File: config.mk
export PLATFORM = sky130hd
export DESIGN_NAME = jtag_sys_reset_ctrl
export DESIGN_NICKNAME = d
export VERILOG_FILES = /design/src/rtl/jtag_sys_reset_ctrl.sv
export SDC_FILE = /design/constraint.sdc
export NUM_CORES = 1
export LEC_CHECK = 0
export CORE_MARGIN = 3
export CORE_UTILIZATION = 65
export CTS_BUF_LIST = sky130_fd_sc_hd__clkbuf_2 sky130_fd_sc_hd__clkbuf_4 sky130_fd_sc_hd__clkbuf_8
export CTS_CLUSTER_SIZE = 10
export DETAILED_ROUTE_END_ITERATION = 7
export PLACE_DENSITY = 0.95
export SLEW_MARGIN = 15
export SYNTH_ARGS = -nofsm -noshare
export SYNTH_HDL_FRONTEND = slang
export SYNTH_SLANG_ARGS = --single-unit
export TNS_END_PERCENT = 100
File: constraint.sdc
create_clock -name sys_clk -period 4.1 [get_ports sys_clk]
set_clock_uncertainty 0.05 [all_clocks]
set_input_delay 1.025 -clock sys_clk [delete_from_list [all_inputs] [get_ports sys_clk]]
set_output_delay 1.025 -clock sys_clk [all_outputs]
set_load 0.02 [all_outputs]
File: src/rtl/jtag_sys_reset_ctrl.sv
// System-clock reset sequencer: synchronizes the JTAG reset request and DDR3 calibration flag,
// holds the core in reset for a minimum time, then waits for calibration before releasing it.
module jtag_sys_reset_ctrl #(
  parameter int unsigned HOLD_CYCLES    = 16,
  parameter int unsigned TIMEOUT_CYCLES = 1048576,
  parameter int unsigned CNT_WIDTH      = 24
) (
  input  logic       sys_clk,
  input  logic       sys_rst_n,
  input  logic       jsys_reset,
  input  logic       init_ddr3_done,
  output logic       core_reset,
  output logic [1:0] sys_state,
  output logic       ddr_timeout,
  output logic [7:0] reset_count
);

  typedef enum logic [1:0] {
    ST_ASSERT   = 2'd0,
    ST_WAIT_DDR = 2'd1,
    ST_RUN      = 2'd2
  } state_e;

  localparam logic [CNT_WIDTH-1:0] HOLD_LAST = CNT_WIDTH'(HOLD_CYCLES - 1);
  localparam logic [CNT_WIDTH-1:0] TMO_LAST  = CNT_WIDTH'(TIMEOUT_CYCLES - 1);
  localparam logic [CNT_WIDTH-1:0] CNT_ONE   = CNT_WIDTH'(1);

  logic                 jreq_meta_q, jreq_s_q, jreq_d_q;
  logic                 ddr_meta_q, ddr_s_q;
  state_e               state_q, state_d;
  logic [CNT_WIDTH-1:0] cnt_q, cnt_d;
  logic                 core_reset_q;
  logic [1:0]           sys_state_q;
  logic                 ddr_timeout_q, ddr_timeout_d;
  logic [7:0]           reset_count_q, reset_count_d;
  logic                 req_rise;

  assign req_rise = jreq_s_q & ~jreq_d_q;

  always_comb begin
    state_d       = state_q;
    cnt_d         = cnt_q;
    ddr_timeout_d = ddr_timeout_q;
    reset_count_d = reset_count_q;
    if (jreq_s_q) begin
      state_d = ST_ASSERT;
      cnt_d   = '0;
    end else begin
      unique case (state_q)
        ST_ASSERT: begin
          if (cnt_q == HOLD_LAST) begin
            state_d = ST_WAIT_DDR;
            cnt_d   = '0;
          end else begin
            cnt_d = cnt_q + CNT_ONE;
          end
        end
        ST_WAIT_DDR: begin
          if (ddr_s_q) begin
            state_d = ST_RUN;
            cnt_d   = '0;
          end else if (cnt_q < TMO_LAST) begin
            cnt_d = cnt_q + CNT_ONE;
          end else begin
            ddr_timeout_d = 1'b1;
          end
        end
        ST_RUN: begin
          if (!ddr_s_q) begin
            state_d = ST_ASSERT;
            cnt_d   = '0;
          end
        end
        default: begin
          state_d = ST_ASSERT;
          cnt_d   = '0;
        end
      endcase
    end
    // A new request overrides a same-cycle timeout.
    if (req_rise) begin
      ddr_timeout_d = 1'b0;
      if (reset_count_q != '1) reset_count_d = reset_count_q + 8'd1;
    end
  end

  always_ff @(posedge sys_clk or negedge sys_rst_n) begin
    if (!sys_rst_n) begin
      jreq_meta_q   <= 1'b0;
      jreq_s_q      <= 1'b0;
      jreq_d_q      <= 1'b0;
      ddr_meta_q    <= 1'b0;
      ddr_s_q       <= 1'b0;
      state_q       <= ST_ASSERT;
      cnt_q         <= '0;
      core_reset_q  <= 1'b1;
      sys_state_q   <= 2'd0;
      ddr_timeout_q <= 1'b0;
      reset_count_q <= '0;
    end else begin
      jreq_meta_q   <= jsys_reset;
      jreq_s_q      <= jreq_meta_q;
      jreq_d_q      <= jreq_s_q;
      ddr_meta_q    <= init_ddr3_done;
      ddr_s_q       <= ddr_meta_q;
      state_q       <= state_d;
      cnt_q         <= cnt_d;
      core_reset_q  <= (state_d != ST_RUN);
      sys_state_q   <= state_d;
      ddr_timeout_q <= ddr_timeout_d;
      reset_count_q <= reset_count_d;
    end
  end

  assign core_reset  = core_reset_q;
  assign sys_state   = sys_state_q;
  assign ddr_timeout = ddr_timeout_q;
  assign reset_count = reset_count_q;

endmodule

# --- Yosys cells after proc, flatten, opt, wreduce, memory -nomap -nowiden ---
# Index checks and enable logic that the tools add are counted.
totals:
  reg_bits: 41
  input_bits: 4
op_classes:
  addsub: 2
  n_lt_le_gt_ge: 1
  eq_ne: 10
  mux: 16
  bitwise_logic: 2
  n_reduce_logical: 5
op_table:
  columns: ["cell", "count"]
  rows:
  - ["2-to-1 mux 24 bit", 5]
  - ["one-hot mux 24 bit (3 select lines)", 1]
  - ["adder 24 x 1 -> 24 bit (second input constant)", 1]
  - ["equality test 24 x 4 -> 1 bit (second input constant)", 1]
  - ["< comparator 24 x 20 -> 1 bit (second input constant)", 1]
  - ["adder 8 x 1 -> 8 bit (second input constant)", 1]
  - ["2-to-1 mux 2 bit", 4]
  - ["!= test 8 bit (second input constant)", 1]
  - ["one-hot mux 2 bit (3 select lines)", 1]
  - ["2-to-1 mux 1 bit", 5]
  - ["!= test 2 x 1 -> 1 bit (second input constant)", 2]
  - ["!= test 2 bit (second input constant)", 2]
  - ["!= test 4 bit (second input constant)", 1]
  - ["AND reduction 2 bit", 2]
  - ["AND reduction 4 bit", 1]
  - ["!= test 3 bit (second input constant)", 1]
  - ["equality test 2 x 1 -> 1 bit (second input constant)", 1]
  - ["equality test 2 bit (second input constant)", 1]
  - ["logical NOT 2 bit", 1]
  - ["nonzero test 2 bit", 1]
  - ["AND 1 bit", 1]
  - ["NOT 1 bit", 1]

# --- Longest topological paths before layout ---
logic_depth:
  ltp_word: 6
  ltp_mapped: 7

# --- Worst setup path after synthesis ---
# Ideal clock, no wire load.
synth_timing:
  path_kind: "register to register"
  start: "register cnt_q[20]"
  end: "register cnt_q[21]"
  t_arrival_ps: 1960
  required_ps: 3932
  setup_slack_ps: 1972
  stages_incl_launch_ff: 7
  path_buffers: 1
  cell_sequence: "dfrtp_1 > or4_4 > a22o_1 > a41o_1 > buf_2 > a22o_1 > a21o_1"
synth_between:
  elab_chain_cells: 5
  elab_cells_between_ends: 10
  cone_classes: "add/sub (1); order compare (1); eq/ne (2); mux (5); reduce/logical (1)"
synth_rtl:
  columns: ["element", "line_no", "text"]
  rows:
  - ["start: declaration", "31", "logic [CNT_WIDTH-1:0] cnt_q, cnt_d;"]
  - ["start signal: assignment", "107", "cnt_q <= cnt_d;"]
  - ["adder 24 x 1 -> 24 bit", "55, 63", null]
  - ["2-to-1 mux 24 bit", "62", "end else if (cnt_q < TMO_LAST) begin"]
  - ["2-to-1 mux 24 bit", "59", "if (ddr_s_q) begin"]
  - ["one-hot mux 24 bit (3 select lines)", "49", "unique case (state_q)"]
  - ["2-to-1 mux 24 bit", "45", "if (jreq_s_q) begin"]
# Parallel ways exist; a longest one is shown, timed or not. The select of a mux whose other input is x is not followed.
# A chain may end at the register's enable or synchronous reset.

# --- Worst setup path in the final report ---
layout_timing:
  start: "register cnt_q[20]"
  end: "register cnt_q[16]"
layout_between:
  elab_chain_cells: 4
  elab_cells_between_ends: 7
  cone_classes: "order compare (1); eq/ne (2); mux (3); reduce/logical (1)"
layout_rtl:
  columns: ["element"]
  rows:
  - ["parallel branches: the longest is 4 deep, another holds < comparator 24 x 20 -> 1 bit"]
# Parallel ways; which one is timed is not known.

==> results_dict.tcl <==
set metrics [dict create \
    power_uw 843 \
    largest_reg_flops 24 \
    synthTopCellsByArea "dfrtp_1 47%, nor4_1 3.8%, nand3_1 3.8%, a22o_1 3.3%, and3_1 2.9%" \
    synthCells 214 \
    cp_slowest_cell "a41oi_1" \
    drv_slew 0 \
    synth_seq_cells 41 \
    routabilityCongestion 0.937 \
    antenna_found_initial 0 \
    async_flop_share_pct 100 \
    grt-ovfl-total 0 \
    ys.flop_type "dfrtp_1" \
    grt_usage_pct 26.2 \
    finalHoldViolCount 0 \
    cp-start-kind "flip-flop" \
    htreeDepth 2 \
    synth_cell_type_count 45 \
    diodes 0 \
    synth_mux_area_share_pct 1.06 \
    tns_ns 0 \
    synth.cells.most_frequent "40 x dfrtp_1, 16 x nand3_1, 13 x nor2_1, 13 x nor4_1, 10 x and3_1" \
    synth_xor_area_share_pct 3.28 \
    vias_per_cell 6.84 \
    rsz0062_at_grt "false" \
    cts-root-buf "clkbuf_4" \
    post-route-period-util_pct 72.2 \
    final.min_clock_period_ns 2.96 \
    cp_max_fo 13 \
    cts_tree "built" \
    synth_edf_count 0 \
    leakagePower_uw 0.00108 \
    drt_first_iter_violations 209 \
    ctsHoldBuffers 0 \
    clock-sinks 41 \
    yosysSeqAreaShare_pct 48.2 \
    wirelength_mm 4.76 \
    hold_path.class "reg -> reg" \
    pre_cts_slack_ns 1.26 \
    nNetsFinal 235 \
    status "finished, final reports clean" \
    fp.dieH_um 63.3 \
    slowest_delay_ns 0.88 \
    path_clk_slew_ns 0.13 \
    synth_top_family_by_area "simple AND/OR/NAND/NOR gates" \
    cts_buffers 5 \
    ys_warn_count 0 \
    hold_slack_ns 0.312 \
    setup_ws_ns 1.14 \
    wl_per_cell_um 17.4 \
    worst_skew_pair.late_latency_ns 0.36 \
    post_cts_buffers 0 \
    drt_first_pass_iters 5 \
    yosys.area.top_type "dfrtp_1" \
    dp_hpwl_mm 3.26 \
    clockBufferDepth 2 \
    io_pins 16 \
    drtAntennaViolNets 0 \
    initial_utilization_pct 68.7 \
    num_vias 1873 \
    grt_pass1_wl_mm 8.31 \
    synth_area_um2 2130 \
    cts_resized 0 \
    synth_top_area_share_pct 46.9 \
    cp_cell_sequence "or4_4 -> a22o_1 -> a41oi_1 -> nor2_1 -> a211o_1" \
    synthAdderAreaFrac_pct 1.17 \
    dieArea_um2 4010 \
    setup_viol 0 \
    top_register "cnt_q" \
    placement.io_buffers 15 \
    drc 0 \
    drv_cap 0 \
    syn_avg_cell_area_um2 9.97 \
    synth_nets 220 \
    r2r_slack_ns 1.14 \
    die_w_um 63.3 \
    cp.required_ns 4.29 \
    path_class "reg -> reg" \
    placementRows 20 \
    grt_pass1_vias 1798 \
    worstPathArrival_ns 3.15 \
    cp-end-kind "flip-flop" \
    grt_start_max_net_pins 42 \
    area_growth_pct 10.8 \
    power_density_nw_per_um2 357 \
    fmax_mhz 338 \
    core_um2 3100 \
    worst_slew_pin_slew_ns 1.14 \
    synth_simple_gate_area_share_pct 24.8 \
    synth_compound_area_share_pct 18.5 \
    vdd_drop_max_uv 416 \
    slew_headroom_pct 23.0 \
    drive_gt1_share_pct 8.26 \
    synth.most_common_cell "dfrtp_1" \
]
[path summary, 6_finish.rpt]
kind	start	endpoint	cells after the start
min reg2reg	ddr_meta_q	ddr_s_q	0
min in group asynchronous	sys_rst_n	ddr_s_q	1
max in group asynchronous	sys_rst_n	cnt_q[13]	1
max	cnt_q[20]	cnt_q[16]	5
max reg2reg	cnt_q[20]	cnt_q[16]	5
min	ddr_meta_q	ddr_s_q	0
[area by class of cell]
cell class | instances | area, um^2
multi-input combinational | 158 | 1040
inverter | 7 | 26.3
clock buffer | 6 | 45.0
fill | 216 | 739
timing repair buffer | 16 | 153
sequential | 41 | 1030
clock inverter | 2 | 15.0
tap | 44 | 55.1
[report_power, final]
group	internal (uW)	total (uW)	leakage (uW)	switching (uW)
clock	73.6	205	0.0000279	131
combinational	79.6	163	0.000502	83.5
sequential	436	475	0.000546	39.0
[metal layers]
metal	GRT usage, %	wire [um]
met5	0	0
met1	35.3	2060
met2	41.1	2200
met3	6.24	425
met4	9.97	80
[cell usage in the layout (no fill, tap or decap), types with 8 or more instances in the layout]
master | synthesis | final
nand4_1 | 8 | 8
nor2_1 | 13 | 13
a22o_1 | 8 | 8
nand3_1 | 16 | 16
clkdlybuf4s50_1 | 0 | 14
nand2_1 | 9 | 9
nor4_1 | 13 | 13
and3_1 | 10 | 10
dfrtp_1 | 40 | 40
[critical path: cells and delay by family, from the launching register on]
kind / cells / cell delay, ns
DFF: 1 / 0.42
AOI/OAI and AO/OA: 3 / 1.52
and+or+nand+nor: 2 / 0.85
[through the flow]
step                      util [%]  cell area, um^2  instances
after floorplan                  -             2130        214
after CTS                     76.2             2360        274
after global routing          76.2             2360        274
after detailed placement      74.2             2300        266
after global placement        74.2             2300        266
final                         76.2             2360        274
[cell families after synthesis]
| family | after synthesis |
|---|---|
| simple gates | 93 |
| xor+xnor | 8 |
| flops | 41 |
| mux | 2 |
| compound gates | 53 |
| fa+ha+maj | 2 |
| buf+inv | 15 |
(Power assumes the default switching activity.)
